<file path="src/rtl/riscv_ctrl_pkg.sv">
// rtl/riscv_ctrl_pkg.sv - shared encodings for the multicycle RV32I controller and ALU
package riscv_ctrl_pkg;

  typedef enum logic [3:0] {
    S_FETCH    = 4'd0,
    S_DECODE   = 4'd1,
    S_MEMADR   = 4'd2,
    S_MEMREAD  = 4'd3,
    S_MEMWB    = 4'd4,
    S_MEMWRITE = 4'd5,
    S_EXECUTER = 4'd6,
    S_EXECUTEI = 4'd7,
    S_ALUWB    = 4'd8,
    S_JAL      = 4'd9,
    S_BEQ      = 4'd10
  } state_t;

  localparam logic [6:0] OP_LW  = 7'b0000011;
  localparam logic [6:0] OP_SW  = 7'b0100011;
  localparam logic [6:0] OP_R   = 7'b0110011;
  localparam logic [6:0] OP_I   = 7'b0010011;
  localparam logic [6:0] OP_JAL = 7'b1101111;
  localparam logic [6:0] OP_BEQ = 7'b1100011;

  localparam logic [1:0] ALUOP_ADD   = 2'b00;
  localparam logic [1:0] ALUOP_SUB   = 2'b01;
  localparam logic [1:0] ALUOP_FUNCT = 2'b10;

  localparam logic [2:0] ALU_ADD = 3'b000;
  localparam logic [2:0] ALU_SUB = 3'b001;
  localparam logic [2:0] ALU_AND = 3'b010;
  localparam logic [2:0] ALU_OR  = 3'b011;
  localparam logic [2:0] ALU_SLT = 3'b101;

  localparam logic [1:0] SRCA_PC    = 2'b00;
  localparam logic [1:0] SRCA_OLDPC = 2'b01;
  localparam logic [1:0] SRCA_REG   = 2'b10;

  localparam logic [1:0] SRCB_REG  = 2'b00;
  localparam logic [1:0] SRCB_IMM  = 2'b01;
  localparam logic [1:0] SRCB_FOUR = 2'b10;

  localparam logic [1:0] RES_ALUOUT    = 2'b00;
  localparam logic [1:0] RES_DATA      = 2'b01;
  localparam logic [1:0] RES_ALURESULT = 2'b10;

  localparam logic [1:0] IMM_I = 2'b00;
  localparam logic [1:0] IMM_S = 2'b01;
  localparam logic [1:0] IMM_B = 2'b10;
  localparam logic [1:0] IMM_J = 2'b11;

endpackage

</file>
<file path="src/rtl/alu_decoder.sv">
// rtl/alu_decoder.sv - maps ALUOp and instruction fields to the ALU operation code
module alu_decoder
  import riscv_ctrl_pkg::*;
(
  input  logic [1:0] alu_op,
  input  logic [2:0] funct3,
  input  logic       op5,
  input  logic       funct7b5,
  output logic [2:0] alu_control
);

  // Only R-type (op5=1) with funct7b5 set turns funct3=000 into a subtract;
  // addi with imm[10]=1 must still add.
  always_comb begin
    alu_control = ALU_ADD;
    case (alu_op)
      ALUOP_ADD: alu_control = ALU_ADD;
      ALUOP_SUB: alu_control = ALU_SUB;
      ALUOP_FUNCT: begin
        case (funct3)
          3'b000:  alu_control = (op5 && funct7b5) ? ALU_SUB : ALU_ADD;
          3'b010:  alu_control = ALU_SLT;
          3'b110:  alu_control = ALU_OR;
          3'b111:  alu_control = ALU_AND;
          default: alu_control = ALU_ADD;
        endcase
      end
      default: alu_control = ALU_ADD;
    endcase
  end

endmodule

</file>
<file path="src/rtl/multicycle_controller.sv">
// rtl/multicycle_controller.sv - main control FSM and immediate/ALU decode for the multicycle core
module multicycle_controller
  import riscv_ctrl_pkg::*;
(
  input  logic       clk,
  input  logic       reset,
  input  logic [6:0] op,
  input  logic [2:0] funct3,
  input  logic       funct7b5,
  input  logic       zero,
  output logic [1:0] ImmSrc,
  output logic [1:0] ALUSrcA,
  output logic [1:0] ALUSrcB,
  output logic [1:0] ResultSrc,
  output logic       AdrSrc,
  output logic       IRWrite,
  output logic       PCWrite,
  output logic       RegWrite,
  output logic       MemWrite,
  output logic [2:0] ALUControl
);

  state_t     state;
  state_t     state_next;
  state_t     cur;
  logic [1:0] alu_op;
  logic       pc_update;
  logic       branch;
  logic       ir_write;
  logic       reg_write;
  logic       mem_write;

  // State register; reset may land mid-instruction and always restarts at fetch
  always_ff @(posedge clk) begin
    if (reset) state <= S_FETCH;
    else       state <= state_next;
  end

  // Next-state logic; op is only consulted in DECODE and MEMADR
  always_comb begin
    state_next = S_FETCH;
    case (state)
      S_FETCH: state_next = S_DECODE;
      S_DECODE: begin
        case (op)
          OP_LW, OP_SW: state_next = S_MEMADR;
          OP_R:         state_next = S_EXECUTER;
          OP_I:         state_next = S_EXECUTEI;
          OP_JAL:       state_next = S_JAL;
          OP_BEQ:       state_next = S_BEQ;
          default:      state_next = S_FETCH;
        endcase
      end
      S_MEMADR:   state_next = (op == OP_LW) ? S_MEMREAD : S_MEMWRITE;
      S_MEMREAD:  state_next = S_MEMWB;
      S_MEMWB:    state_next = S_FETCH;
      S_MEMWRITE: state_next = S_FETCH;
      S_EXECUTER: state_next = S_ALUWB;
      S_EXECUTEI: state_next = S_ALUWB;
      S_ALUWB:    state_next = S_FETCH;
      S_JAL:      state_next = S_ALUWB;
      S_BEQ:      state_next = S_FETCH;
      default:    state_next = S_FETCH;
    endcase
  end

  // Moore output decode; while reset is held the selects already look like FETCH
  always_comb begin
    cur       = reset ? S_FETCH : state;
    ALUSrcA   = SRCA_PC;
    ALUSrcB   = SRCB_REG;
    ResultSrc = RES_ALUOUT;
    AdrSrc    = 1'b0;
    alu_op    = ALUOP_ADD;
    ir_write  = 1'b0;
    pc_update = 1'b0;
    branch    = 1'b0;
    reg_write = 1'b0;
    mem_write = 1'b0;
    case (cur)
      S_FETCH: begin
        ir_write  = 1'b1;
        ALUSrcB   = SRCB_FOUR;
        ResultSrc = RES_ALURESULT;
        pc_update = 1'b1;
      end
      S_DECODE: begin
        ALUSrcA = SRCA_OLDPC;
        ALUSrcB = SRCB_IMM;
      end
      S_MEMADR: begin
        ALUSrcA = SRCA_REG;
        ALUSrcB = SRCB_IMM;
      end
      S_MEMREAD: begin
        AdrSrc = 1'b1;
      end
      S_MEMWB: begin
        ResultSrc = RES_DATA;
        reg_write = 1'b1;
      end
      S_MEMWRITE: begin
        AdrSrc    = 1'b1;
        mem_write = 1'b1;
      end
      S_EXECUTER: begin
        ALUSrcA = SRCA_REG;
        alu_op  = ALUOP_FUNCT;
      end
      S_EXECUTEI: begin
        ALUSrcA = SRCA_REG;
        ALUSrcB = SRCB_IMM;
        alu_op  = ALUOP_FUNCT;
      end
      S_ALUWB: begin
        reg_write = 1'b1;
      end
      S_JAL: begin
        ALUSrcA   = SRCA_OLDPC;
        ALUSrcB   = SRCB_FOUR;
        pc_update = 1'b1;
      end
      S_BEQ: begin
        ALUSrcA = SRCA_REG;
        alu_op  = ALUOP_SUB;
        branch  = 1'b1;
      end
      default: begin
        ir_write = 1'b0;
      end
    endcase
  end

  // Strobes are suppressed for the whole reset window so nothing commits mid-reset
  always_comb begin
    IRWrite  = ir_write & ~reset;
    PCWrite  = (pc_update | (branch & zero)) & ~reset;
    RegWrite = reg_write & ~reset;
    MemWrite = mem_write & ~reset;
  end

  // Immediate format follows the opcode directly, independent of state
  always_comb begin
    case (op)
      OP_SW:   ImmSrc = IMM_S;
      OP_BEQ:  ImmSrc = IMM_B;
      OP_JAL:  ImmSrc = IMM_J;
      default: ImmSrc = IMM_I;
    endcase
  end

  alu_decoder u_alu_decoder (
    .alu_op      (alu_op),
    .funct3      (funct3),
    .op5         (op[5]),
    .funct7b5    (funct7b5),
    .alu_control (ALUControl)
  );

endmodule

</file>
<file path="config.mk">
export PLATFORM = sky130hd
export DESIGN_NAME = multicycle_controller
export DESIGN_NICKNAME = d
export VERILOG_FILES = /design/src/rtl/riscv_ctrl_pkg.sv /design/src/rtl/alu_decoder.sv /design/src/rtl/multicycle_controller.sv
export SDC_FILE = /design/constraint.sdc
export NUM_CORES = 1
export LEC_CHECK = 0
export ABC_AREA = 1
export BUFFER_PORTS_ARGS = -buffer_cell sky130_fd_sc_hd__buf_4
export CORE_MARGIN = 2
export CORE_UTILIZATION = 40
export DETAILED_ROUTE_END_ITERATION = 6
export PLACE_DENSITY = 0.81
export SETUP_SLACK_MARGIN = 0.05
export SLEW_MARGIN = 15
export SYNTH_ARGS = -nofsm -noshare
export SYNTH_HDL_FRONTEND = slang
export SYNTH_HIERARCHICAL = 1
export SYNTH_SLANG_ARGS = --single-unit
</file>
<file path="constraint.sdc">
create_clock -name clk -period 1.8 [get_ports clk]
set_input_delay 0.27 -clock clk [delete_from_list [all_inputs] [get_ports clk]]
set_output_delay 0.27 -clock clk [all_outputs]
set_load 0.05 [all_outputs]
</file>
==> flow_summary.toml, run 1 <==
[yosys]
ys_seq_elements = 4
synth.top_cell.area_share = 0.154
synth_nets = 116
synthDistinctLibCells = 17
synth_warnings = 6
synth_area_leaders = "nand2_1, dfxtp_1, inv_1"
avgSynthCellArea_sq_um = 5.36
seq_area_frac_synth = 0.150
netlist_instances = 100
netlist_area_sq_um = 536
yosys.area.top_type = "nand2_1"

[detailed_routing]
vias = 863
ant_nets = 0
drtPass1Iterations = 4
viasPerCell = 5.23
drtIter0Drc = 21
route.detailed.drc = 0
wl_per_cell_um = 14.2
drt_wl_total_um = 2340

[grt]
grtUsageMet3 = 0.0500
grt_util_all_layers = 0.248
grt_pass1_vias = 705
antenna_found_initial = 0
overflow = 0
busiest_layer = "met2"
grt_pass1_wl_um = 2700
grt_max_degree = 8
use_met2 = 0.516
met1_usage = 0.231

[sta]
drv_slew = 0
skew_ns = 0.00556
setup_viol = 4
fin_ws_ns = -0.260
holdWs_ns = 0.374
fmax_mhz = 485
period_minus_slack_ns = 2.06
relSlewSlack = 0.828
final_hold_viol_count = 0
worstMarginPinSlew_ns = 0.256
rsz0062_at_grt = "true"
period_share = 1.14

[setup_path]
critPathRequiredTime_ns = 1.53
cpPeakStageDelay_ns = 0.33
path_max_fanout = 4
path_delay_family = "simple AND/OR/NAND/NOR gates"
cp.arrival_ns = 1.79
path_buf_inv = 5
crit_chain = "inv_4, nand2_4, nor2_4, inv_2, nor2_4, inv_2, ha_4, inv_2, nand4_1, nor2_4, buf_6"
cp-end-kind = "output port"
startpoint_type = "register"
critPathKind = "register to output port"
crit_slowest_cell = "dfxtp_2"

[finish]
n_antenna_cell = 0
synthToLayoutAreaGrowth_pct = 101
post-route-util = 0.850
num-nets-final = 168
largest_reg_flops = 4
reg_top3 = "state (4)"
n_fill_cell = 69
seqCellArea_sq_um = 85.1
drive_gt1_frac = 0.593
multi_input_area_sq_um = 465
top_register = "state"

[power_and_ir_drop]
p_total_mw = 0.385
power_density_nw_per_um2 = 357
power_leakage_nw = 0.553
vdd_drop_max_mv = 0.355

[clock_network]
clk_root_buffer_cell = "clkbuf_4"
clk_latency_ns = 0.24
cts.reportedPaths.clkPinSlew_ns = 0.04
cts_buffers = 3
cts_tree = "built"
cts_buffer_depth = 2
hold_buffers = 0
h-tree-depth = 1
cts.sinks = 4

[floorplanning]
num_rows = 13
core_area_sq_um = 1270
die_w_um = 40.6
io_pins = 30
start_util = 0.422
dieArea_sq_um = 1650
die_y_um = 40.6

[run]
maxCapViolCount = 0

[place]
dp_hpwl_um = 1330
place.gp.congestion = 0.764
numPortBuffers = 29

[hold_path]
min_path_type = "primary input to register"

[outcome]
violations = "negative setup slack"
run_status = "complete, but fails checks"
per-layer routing:
layer	wire, um	up-vias	share of wire
li1	-	412	-
met1	894	399	0.38
met2	1300	46	0.56
met3	109	6	0.047
met4	34	0	0.015
met5	0	-	0
worst reg2reg max path, cell delays in order (launching register included):
cell     delay [ns]
dfxtp_2        0.32
buf_4          0.15
inv_2          0.08
buf_6          0.12
nand2_4        0.08
nor2_4         0.10
buf_4          0.13
nand4_1        0.08
nand3_1        0.11
nand2_1        0.06
inv_1          0.04
metrics by stage:
stage,TNS (ns),instances,cell area [sq um],setup slack (ns)
final,-0.790,165,1080,-0.260
after global placement,-0.230,156,897,-0.109
after floorplan,-0.0387,100,571,-0.0387
after global routing,-1.08,165,1080,-0.338
after detailed placement,-0.393,156,897,-0.175
after CTS,-0.456,161,1010,-0.174
report_power, final:
part           switching [mW]  leakage [nW]  total (mW)  internal, mW
registers             0.00243        0.0343      0.0946        0.0922
clock network          0.0393        0.0138       0.114        0.0748
logic                   0.106         0.505       0.177        0.0703
path summary, 6_finish.rpt:
check                           slack [ns]  depth (start not counted)     start            end
worst min-delay path                  0.37                          4     op[4]       state[1]
worst max-delay path                 -0.26                         11  state[2]  ALUControl[2]
worst min register to register        0.61                          2  state[2]       state[3]
worst max register to register        0.47                         10  state[1]       state[2]
cells in the mapped netlist:
cell type / count
a21oi_1: 6
and3_1: 1
dfxtp_1: 4
ha_1: 2
inv_1: 16
inv_2: 8
nand2_1: 22
nand2_2: 3
nand3_1: 9
nand4_1: 4
nor2_1: 13
nor2_2: 5
nor2_4: 2
nor3_1: 2
o21ai_1: 1
o221ai_1: 1
o22ai_1: 1
placed cells by master, fill, tap and decap left out, drive strengths merged:
| master | n |
|---|---|
| inv | 24 |
| o221ai | 1 |
| nor3 | 2 |
| nand2 | 25 |
| ha | 2 |
| nand4 | 4 |
| and3 | 1 |
| buf | 47 |
| o22ai | 1 |
| o21ai | 1 |
| clkbuf | 3 |
| dfxtp | 4 |
| a21oi | 6 |
| nor2 | 20 |
| nand3 | 9 |
cells by family (layout without fill, tap and decap cells):
group,count (synthesis),after routing,share of synthesized area
compound gates,9,9,0.0935
fa+ha+maj,2,2,0.0467
simple gates,61,61,0.542
buf+inv,24,74,0.168
flops,4,4,0.150
final cells by class:
type,instances,area share
clock buffers,3,0.0209
inverters,24,0.0858
multi-input cells,72,0.432
flip-flops and latches,4,0.0789
well taps,15,0.0174
repair buffers,47,0.365
repair_timing:
item | in CTS | in global routing
buffers inserted | 2 | 4
setup endpoints to repair | 6 | 6
resized for setup | 23 | 9
pin swaps | 5 | 5
Note: power is estimated with default switching activity, not from simulation.
==> run 2: changes to the inputs <==
==> constraint.sdc (replaced) <==
create_clock -name clk -period 2.1 [get_ports clk]
set_input_delay 0.315 -clock clk [delete_from_list [all_inputs] [get_ports clk]]
set_output_delay 0.315 -clock clk [all_outputs]
set_load 0.05 [all_outputs]
==> run 2 against run 1 <==
Net effect:
- the run now ends clean
- via count fell by 6.7%
- first-iteration DRC count is 9.5% higher
- sequential power shrank 15%
- sequential share of layout area grew 1.4 points
- clock skew down 0.0050 ns
- count of clock-buffer cells in the layout is the same
- worst hold slack improved by 0.077 ns
- critical endpoint unchanged
==> flow_summary.toml, run 2 (synthesis results as in run 1) <==
[power_and_ir_drop]
vdd_drop_max_mv = 0.285
swShare = 0.369
power_density_nw_per_um2 = 318
switchingPower_mw = 0.110
p_total_mw = 0.299
p_comb_frac = 0.429
p_clk_frac = 0.302
intPower_mw = 0.189
power_leakage_nw = 0.495
seqPwrFrac = 0.269

[grt]
grt_max_degree = 8
grt_pass1_vias = 636
overflow = 0
grt_util_all_layers = 0.203
antenna_found_initial = 0
grt_pass1_wl_um = 2300

[floorplanning]
io_pins = 30
core_area_sq_um = 1270
dieArea_sq_um = 1650
start_util = 0.422
die_y_um = 40.6
num_rows = 13
die_w_um = 40.6

[setup_path]
startpoint_type = "register"
cp.arrival_ns = 1.70
r2r_setup_slack_ns = 0.86
cp-end-kind = "output port"
critPathCapture = "ALUControl[2]"
critPathRequiredTime_ns = 1.78
critPathKind = "register to output port"
r2r_end = "state[1]"
r2r_start = "state[2]"
reg2reg_depth = 6
crit_start = "state[0]"
path_max_fanout = 3

[detailed_routing]
vias = 805
drtPass1Iterations = 4
drtIter0Drc = 23
viasPerCell = 5.13
route.detailed.drc = 0
ant_nets = 0
wl_per_cell_um = 12.0
drt_wl_total_um = 1890

[sta]
worstMarginPinSlew_ns = 0.287
setup_viol = 0
relSlewSlack = 0.809
rsz0062_at_grt = "true"
skew_ns = 0.000517
drv_slew = 0
finalSetupTns_ns = 0
period_minus_slack_ns = 2.02
period_share = 0.960
fmax_mhz = 496
final_hold_viol_count = 0

[clock_network]
cts_buffers = 3
cts_tree = "built"
cts.sinks = 4
clk_root_buffer_cell = "clkbuf_4"
h-tree-depth = 1
clk_latency_ns = 0.23
cts.reportedPaths.clkPinSlew_ns = 0.03
cts_buffer_depth = 2

[finish]
reg_top3 = "state (4)"
n_antenna_cell = 0
top_register = "state"
num-nets-final = 160
largest_reg_flops = 4
final_common_cell = "buf_4"
mostFrequentLayoutCells = "buf_4, nand2_1, inv_1"
drive_gt1_frac = 0.507
synthToLayoutAreaGrowth_pct = 75.9

[run]
maxCapViolCount = 0

[place]
dp_hpwl_um = 1240
numPortBuffers = 29
place.gp.congestion = 0.914

[hold_path]
holdPathStages = 4
min_path_type = "primary input to register"

[outcome]
run_status = "finished, final reports clean"
==> run 2: cell types whose count changed in the layout (fill, tap and decap cells not counted), sizes merged <==
cell / delta
buf: -8
==> run 2: worst max-delay path, stage by stage (launching register included) <==
cell and delay, ns:
dfxtp_2 0.32, inv_2 0.09, nand2_4 0.06, nor2_4 0.10, inv_2 0.05, nor2_4 0.09, inv_2 0.05, ha_4 0.24
inv_2 0.06, nand4_1 0.12, nor2_2 0.13, buf_6 0.16
==> run 2: metrics by stage <==
stage	worst slack, ns	instances	area, sq um	util	hold slack (ns)
after global routing	0.0217	157	942	0.743	0.463
after floorplan	0.0868	100	542	-	0.487
final	0.0838	157	942	0.743	0.451
after global placement	0.118	146	793	0.625	0.575
after detailed placement	0.0248	146	793	0.625	0.595
after CTS	0.0526	153	885	0.697	0.415
==> run 2: per-layer routing <==
metal	track usage	wire, um
met5	0	0
met4	0.0500	63
met1	0.243	735
met3	0	80
met2	0.393	1010
==> run 2: power groups by stage <==
stage	combinational, mW	clock [mW]	sequential, mW
after floorplan	0.0687	0	0.0821
after global placement	0.114	0	0.0826
after detailed placement	0.114	0	0.0826
after CTS	0.119	0.0966	0.0809
after global routing	0.138	0.0973	0.0803
final	0.128	0.0904	0.0804
==> run 2: worst min-delay path by stage <==
stage | start | end | slack [ns]
after floorplan | reset | state[0] | 0.49
after global placement | state[2] | state[3] | 0.58
after detailed placement | state[2] | state[3] | 0.60
after CTS | op[4] | state[1] | 0.41
after global routing | op[4] | state[1] | 0.46
final | op[4] | state[1] | 0.45
==> run 2: repair_timing <==
item / 4_1_cts / 5_1_grt
endpoints found under the hold margin: 0 / 0
hold buffers: 0 / 0
setup endpoints to repair: 3 / 3
buffers inserted: 4 / 4
gates resized for setup: 12 / 7
pin swaps: 6 / 8
==> run 2: area by class of cell <==
type,instances,area [sq um]
Multi-Input combinational cell,72,420
Timing Repair Buffer,39,300
Clock buffer,3,22.5
Fill cell,100,327
Tap cell,15,18.8
Sequential cell,4,87.6
Inverter,24,92.6
